===== src/rtl/map_scroller.sv =====
// -----------------------------------------------------------------------------
// map_scroller
//
// Scrolls the obstacle-map ROM leftward as one continuous bit stream, one
// column per scroll tick, and exposes a 32-column visible window. The bird's
// column is checked against the window every RUN cycle; a hit freezes the
// scroller in HALT with a sticky collide flag.
//
// Ports:
//   clk           in   system clock, rising edge
//   rst_n         in   asynchronous active-low reset
//   start         in   single-cycle pulse, (re)starts scrolling from row 0
//   pause         in   level, freezes divider and scrolling in RUN
//   scroll_period in   clocks per scroll tick (0 treated as 1)
//   bird_valid    in   bird_col is meaningful this cycle
//   bird_col      in   window column occupied by the bird
//   rom_addr      out  registered ROM row address
//   rom_data      in   ROM row for rom_addr (combinational ROM), bit 0 leftmost
//   window        out  visible map, window[0] is the leftmost column
//   running       out  high while scrolling (RUN)
//   collide       out  sticky hit flag, high in HALT
//   score         out  rows consumed since start, saturating at 255
// -----------------------------------------------------------------------------
module map_scroller #(
    parameter int ROWS_LOG2 = 4,
    parameter int PER_W     = 16
) (
    input  logic                 clk,
    input  logic                 rst_n,
    input  logic                 start,
    input  logic                 pause,
    input  logic [PER_W-1:0]     scroll_period,
    input  logic                 bird_valid,
    input  logic [4:0]           bird_col,
    output logic [ROWS_LOG2-1:0] rom_addr,
    input  logic [0:31]          rom_data,
    output logic [0:31]          window,
    output logic                 running,
    output logic                 collide,
    output logic [7:0]           score
);

    typedef enum logic [2:0] {
        S_IDLE,
        S_PRIME0,
        S_PRIME1,
        S_RUN,
        S_HALT
    } state_t;

    localparam logic [PER_W-1:0]     PER_ONE  = {{(PER_W-1){1'b0}}, 1'b1};
    localparam logic [ROWS_LOG2-1:0] ADDR_ONE = {{(ROWS_LOG2-1){1'b0}}, 1'b1};

    state_t                state_q, state_d;
    logic [0:31]           window_q, window_d;
    logic [0:31]           buffer_q, buffer_d;
    logic [4:0]            bit_cnt_q, bit_cnt_d;
    logic [PER_W-1:0]      div_cnt_q, div_cnt_d;
    logic [ROWS_LOG2-1:0]  rom_addr_q, rom_addr_d;
    logic [7:0]            score_q, score_d;
    logic                  collide_q, collide_d;
    logic                  running_q, running_d;

    logic [PER_W-1:0]      period_eff;
    logic                  tick;
    logic                  hit;

    always_comb begin
        // A zero period would never reach its terminal count; run it as 1.
        period_eff = (scroll_period == '0) ? PER_ONE : scroll_period;
        tick       = (div_cnt_q == (period_eff - PER_ONE));
        hit        = bird_valid & window_q[bird_col];

        state_d    = state_q;
        window_d   = window_q;
        buffer_d   = buffer_q;
        bit_cnt_d  = bit_cnt_q;
        div_cnt_d  = div_cnt_q;
        rom_addr_d = rom_addr_q;
        score_d    = score_q;
        collide_d  = collide_q;

        if (start) begin
            // start outranks hit and tick in every state
            state_d    = S_PRIME0;
            rom_addr_d = '0;
            score_d    = '0;
            collide_d  = 1'b0;
            bit_cnt_d  = '0;
            div_cnt_d  = '0;
        end else begin
            case (state_q)
                S_PRIME0: begin
                    window_d   = rom_data;              // row 0
                    rom_addr_d = rom_addr_q + ADDR_ONE;
                    state_d    = S_PRIME1;
                end
                S_PRIME1: begin
                    buffer_d   = rom_data;              // row 1
                    rom_addr_d = rom_addr_q + ADDR_ONE;
                    state_d    = S_RUN;
                end
                S_RUN: begin
                    if (hit) begin
                        // the hit suppresses any shift due this cycle
                        collide_d = 1'b1;
                        state_d   = S_HALT;
                    end else if (!pause) begin
                        if (tick) begin
                            div_cnt_d = '0;
                            window_d  = {window_q[1:31], buffer_q[0]};
                            if (bit_cnt_q != 5'd31) begin
                                buffer_d  = {buffer_q[1:31], 1'b0};
                                bit_cnt_d = bit_cnt_q + 5'd1;
                            end else begin
                                // last bit of this row consumed: rom_addr
                                // already points at the following row
                                buffer_d   = rom_data;
                                rom_addr_d = rom_addr_q + ADDR_ONE;
                                bit_cnt_d  = '0;
                                if (score_q != 8'hFF) begin
                                    score_d = score_q + 8'd1;
                                end
                            end
                        end else begin
                            div_cnt_d = div_cnt_q + PER_ONE;
                        end
                    end
                end
                default: begin
                    // IDLE and HALT hold everything until start
                end
            endcase
        end

        running_d = (state_d == S_RUN);
    end

    always_ff @(posedge clk or negedge rst_n) begin
        if (!rst_n) begin
            state_q    <= S_IDLE;
            window_q   <= '0;
            buffer_q   <= '0;
            bit_cnt_q  <= '0;
            div_cnt_q  <= '0;
            rom_addr_q <= '0;
            score_q    <= '0;
            collide_q  <= 1'b0;
            running_q  <= 1'b0;
        end else begin
            state_q    <= state_d;
            window_q   <= window_d;
            buffer_q   <= buffer_d;
            bit_cnt_q  <= bit_cnt_d;
            div_cnt_q  <= div_cnt_d;
            rom_addr_q <= rom_addr_d;
            score_q    <= score_d;
            collide_q  <= collide_d;
            running_q  <= running_d;
        end
    end

    assign rom_addr = rom_addr_q;
    assign window   = window_q;
    assign running  = running_q;
    assign collide  = collide_q;
    assign score    = score_q;

endmodule


===== config.mk =====
export PLATFORM = sky130hd
export DESIGN_NAME = map_scroller
export DESIGN_NICKNAME = d
export VERILOG_FILES = /design/src/rtl/map_scroller.sv
export SDC_FILE = /design/constraint.sdc
export NUM_CORES = 1
export LEC_CHECK = 0
export ABC_CLOCK_PERIOD_IN_PS = 3000
export BUFFER_PORTS_ARGS = -buffer_cell sky130_fd_sc_hd__clkbuf_2
export CAP_MARGIN = 20
export CORE_MARGIN = 2
export CORE_UTILIZATION = 25
export CTS_CLUSTER_DIAMETER = 40
export CTS_CLUSTER_SIZE = 24
export DETAILED_ROUTE_END_ITERATION = 10
export GPL_ROUTABILITY_DRIVEN = 0
export GPL_TIMING_DRIVEN = 0
export SYNTH_ARGS = -nofsm -noshare
export SYNTH_HDL_FRONTEND = slang
export SYNTH_SLANG_ARGS = --single-unit

===== constraint.sdc =====
create_clock -name clk -period 3 [get_ports clk]
set_input_delay 0.15 -clock clk [delete_from_list [all_inputs] [get_ports clk]]
set_output_delay 0.15 -clock clk [all_outputs]
set_load 0.1 [all_outputs]

; ---- Word level (Yosys, flattened, before mapping)
; Index checks and enable logic that the tools add are counted.
[op_classes]
bitwise = 3
reduce_logical = 16
n_mux = 43
n_eq_ne = 17
n_lt_le_gt_ge = 1
add_sub_neg = 5
[ops]
columns = op, n
row1 = 32-bit two-way mux, 7
row2 = 32-bit one-hot mux with 2 select lines, 2
row3 = 16-bit two-way mux, 6
row4 = 8-bit two-way mux, 7
row5 = 5-bit two-way mux, 6
row6 = 4-bit two-way mux, 5
row7 = "16-bit by 1-bit adder with 16-bit output, second input constant", 1
row8 = 16-bit equality test, 1
row9 = 16-bit zero test, 1
row10 = "16-bit by 1-bit subtractor with 16-bit output, second input constant", 1
row11 = 5-bit AND reduction, 3
row12 = "2-bit inequality test, second input constant", 6
row13 = "3-bit inequality test, second input constant", 4
row14 = 2-bit nonzero test, 6
row15 = "3-bit by 2-bit equality test with 1-bit output, second input constant", 3
row16 = 3-bit one-hot mux with 3 select lines, 1
row17 = "8-bit by 1-bit adder with 8-bit output, second input constant", 1
row18 = "8-bit inequality test, second input constant", 1
row19 = 4-bit one-hot mux with 2 select lines, 1
row20 = "6-bit >= comparator, second input constant", 1
row21 = 3-bit two-way mux, 2
row22 = 5-bit inverter with 6-bit output, 1
row23 = 6-bit AND reduction, 1
row24 = "5-bit by 1-bit adder with 5-bit output, second input constant", 1
row25 = other kinds (12), 16
[word_totals]
reg_bits = 102
output_inout_bits = 46
input_bits = 58
elab_cells = 94

; ---- Longest topological paths before layout
[depth]
ltp_word = 9
depth_mapped = 15
depth_no_buf = 12

; ---- Least setup slack after synthesis
; OpenSTA, ideal clock, no wires.
[synth_path]
path_type = in2reg
from = in scroll_period[0]
to = reg buffer_q[0] (netlist name)
path_buffers = 1
slack_ns = -0.346
path_stages = 13
setup_ns = 0.125
required_time_ns = 2.875
t_arrival_ns = 3.221
path_cell_list = or4_4 > nor3_4 > a21oi_1 > ha_1 > and2b_1 > or3_1 > a31oi_1 > nand4_1 > nor3_4 > nand3b_1 > a21boi_2 > buf_4 > mux2_2
[synth_between]
elab_chain_cells = 6
[synth_rtl]
columns = element, line
row1 = "start, declared", 32  ; input logic [PER_W-1:0] scroll_period,
row2 = 16-bit zero test, 70  ; period_eff = (scroll_period == '0) ? PER_ONE : scroll_period;
row3 = 16-bit two-way mux (*), 70
row4 = 16-bit by 1-bit subtractor with 16-bit output (*), 71  ; tick = (div_cnt_q == (period_eff - PER_ONE));
row5 = 16-bit equality test (*), 71
row6 = 2-bit inequality test (no line) (*), --
row7 = 5-bit AND reduction (no line) (*), --
row8 = "end signal, assigned", 153  ; buffer_q <= buffer_d;
row9 = "end, declared", 56  ; logic [0:31] buffer_q, buffer_d;
; Every way passes the cells marked *; elsewhere a longest branch is shown, timed or not.
; A chain may end at the register's enable or synchronous reset.

; ---- Final worst setup path
[layout_path]
from = in scroll_period[6]
to = reg buffer_q[23] (netlist name)
; Same word-level chain as after synthesis.

==> impl_metrics.tcl <==
set metrics [dict create \
    grt_max_degree 103 \
    synth_area_sq_mm 0.00629 \
    required_ns 3.24 \
    routed_wl_um 18400 \
    instances_no_fill 1112 \
    fillerInstances 2539 \
    hold_ws_ns 0.0413 \
    drv_cap 0 \
    clockBufferDepth 2 \
    synthDistinctLibCells 72 \
    syn_inst 624 \
    startpoint_type "input port" \
    multi_input_area_sq_mm 0.00406 \
    antenna_cells 0 \
    antenna_found_initial 0 \
    core_sq_mm 0.0250 \
    postSynthAreaPerCell_sq_um 10.1 \
    pwr_density_cell_mw_per_mm2 846 \
    io_pins 104 \
    drive_gt1_frac 0.458 \
    ys_async_sr_fraction 1.00 \
    worst_slack_ns -0.239 \
    regToRegSetupSlack_ns -0.15 \
    register_area_sq_mm 0.00258 \
    reg2reg_depth 10 \
    yosysSeqAreaShare 0.406 \
    grt_setup_unrepaired "true" \
    rows 58 \
    cts_buffers 9 \
    via_per_inst 4.77 \
    fin_skew_ns 0.0108 \
    ir_worst_vdd_v 0.000965 \
    finalCritPeriodShare 1.08 \
    cts_tree "built" \
    netlist_top_cells_area "dfrtp_1 41%, mux2_2 11%, nand2_1 6.9%, mux2_1 6.1%, mux4_2 2.1%" \
    synth.most_common_cell "nand2_1" \
    htree_levels 3 \
    worstPathMaxFanout 5 \
    hold_viol 0 \
    dpl.hpwl_um 12400 \
    end_kind "register" \
    synth_top_area_share 0.406 \
    fmax_ghz 0.309 \
    synth_seq_cells 102 \
    hold_path.class "input port to register" \
    numPortBuffers 101 \
    cts_root_buffer "clkbuf_16" \
    clkTransAtPathRegs_ns 0.08 \
    syn_nets 688 \
    fin_crit_ns 3.24 \
    drcViolationCount 0 \
    final_nets 841 \
    dieArea_sq_mm 0.0264 \
    start_util 0.252 \
    grt_first_pass_wirelength_um 29000 \
    dp_cells 1055 \
    p_leak_nw 3.96 \
    clkLatencyLatePin_ns 0.36 \
    worstPathArrival_ns 3.48 \
    status "finished with violations" \
    numClockSinks 102 \
    yosys.area.top_type "dfrtp_1" \
    grt_pass1_vias 5355 \
    timing.slew.headroom 0.402 \
    die_h_um 163 \
    fin_tns_setup_ns -12.88 \
    synth_enable_flop_cells 0 \
    area_growth_syn_to_layout_pct 38.7 \
    slew_viol_final 0 \
    track_usage 0.139 \
    num_vias 5299 \
    synth_flop_cell "dfrtp_1" \
    yosysWarningCount 0 \
    ant_nets 0 \
    dieWidth_um 163 \
    worst_pin_slew_ns 0.897 \
    drt_iter0_drc 264 \
    synthTopCellsByCount "116 x nand2_1, 102 x dfrtp_1, 64 x mux2_2" \
    drtPass1Iterations 5 \
    wire_per_inst_um 16.5 \
    grt_overflow 0 \
    violations "negative setup slack" \
    holdPathStages 3 \
    crit_type "input port to register" \
    setup_viol 76 \
]
[routing by layer]
metal	part of all wire	routed length, um	global-route usage	vias to the layer above
li1	-	-	-	2546
met1	0.44	8180	0.183	2623
met2	0.49	9000	0.228	117
met3	0.056	1020	0.0331	13
met4	0.011	194	0.0430	0
met5	0	0	0	-
[worst max-delay path, stage by stage]
cell and delay [ns]:
buf_8 0.10, or4_4 0.55, nor3_4 0.23, a21oi_2 0.09
ha_2 0.20, buf_6 0.12, and2b_1 0.14, or3_4 0.33
a31oi_4 0.15, nand4_1 0.16, nor3_4 0.22, nand3b_1 0.18
a21boi_4 0.23, buf_6 0.16, buf_6 0.13, mux2_2 0.33
[area by class of cell]
| class | instances | area share |
|---|---|---|
| multi-input combinational | 477 | 0.465 |
| sequential | 102 | 0.296 |
| timing repair buffer | 144 | 0.123 |
| tap | 330 | 0.0474 |
| clock buffer | 10 | 0.0274 |
| buffer | 31 | 0.0250 |
| clock inverter | 6 | 0.0105 |
| inverter | 12 | 0.00517 |
[through the flow]
stage / setup slack [ns] / utilization / power, mW / instance area, sq um
after floorplan: -0.293 / - / 5.14 / 6540
after global placement: -0.986 / 0.299 / 5.81 / 7460
after detailed placement: -0.972 / 0.299 / 5.86 / 7470
after CTS: -0.220 / 0.331 / 7.36 / 8260
after global routing: -0.361 / 0.349 / 7.72 / 8720
final: -0.239 / 0.349 / 7.38 / 8720
[registers in the layout (all words and copies together) (netlist names)]
name,cells
div_cnt_q,16
running,1
buffer_q,32
rom_addr,4
collide,1
state_q,3
score,8
bit_cnt_q,5
window,32
[report_power, final]
| part | internal (mW) | total, mW | switching [mW] |
|---|---|---|---|
| clock network | 0.762 | 1.33 | 0.572 |
| logic | 1.23 | 3.75 | 2.51 |
| registers | 1.88 | 2.30 | 0.418 |
[placed cells by master (no fill, tap or decap), drive strengths merged, types with 6 or more instances in the layout]
cell / netlist / routed
nand3b: 6 / 6
clkbuf: 23 / 117
dfrtp: 102 / 102
buf: 10 / 67
or3: 8 / 8
xor2: 10 / 10
and2: 7 / 7
ha: 6 / 6
a21oi: 24 / 24
and3: 11 / 11
or4: 12 / 12
xnor2: 9 / 9
inv: 12 / 14
o31ai: 8 / 8
nor2: 28 / 28
nand3: 16 / 16
nor2b: 8 / 8
nand4: 7 / 7
mux2i: 12 / 12
nand2: 116 / 116
o21ai: 19 / 19
nor3: 8 / 8
mux2: 98 / 98
mux4: 6 / 6
[what timing repair did]
action                                  CTS  global route
pin swaps                                23            20
hold buffers                              1             0
gates cloned                              1             1
endpoints found under the hold margin   102             0
buffers inserted                         22            20
resized for setup                        60            89
endpoints found under the setup margin   97            96
[cells by family after synthesis]
| family | share of synthesized area |
|---|---|
| AOI/OAI and AO/OA | 0.0924 |
| xor gates and xnor gates | 0.0265 |
| adders and majority gates | 0.0119 |
| buffers and inverters | 0.0324 |
| DFF | 0.406 |
| muxes | 0.216 |
| and+or+nand+nor | 0.215 |
[path summary, 6_finish.rpt]
check                                       start                        to
hold / removal                       rom_data[31]  buffer_q[31]$_DFFE_PN0P_
setup / recovery                 scroll_period[6]  buffer_q[23]$_DFFE_PN0P_
max in group asynchronous                   rst_n    window[31]$_DFFE_PN0P_
min in group asynchronous                   rst_n    window[10]$_DFFE_PN0P_
setup reg to reg           window[31]$_DFFE_PN0P_  buffer_q[23]$_DFFE_PN0P_
hold reg to reg               collide$_DFFE_PN0P_       collide$_DFFE_PN0P_
Note: power is estimated with default switching activity, not from simulation.
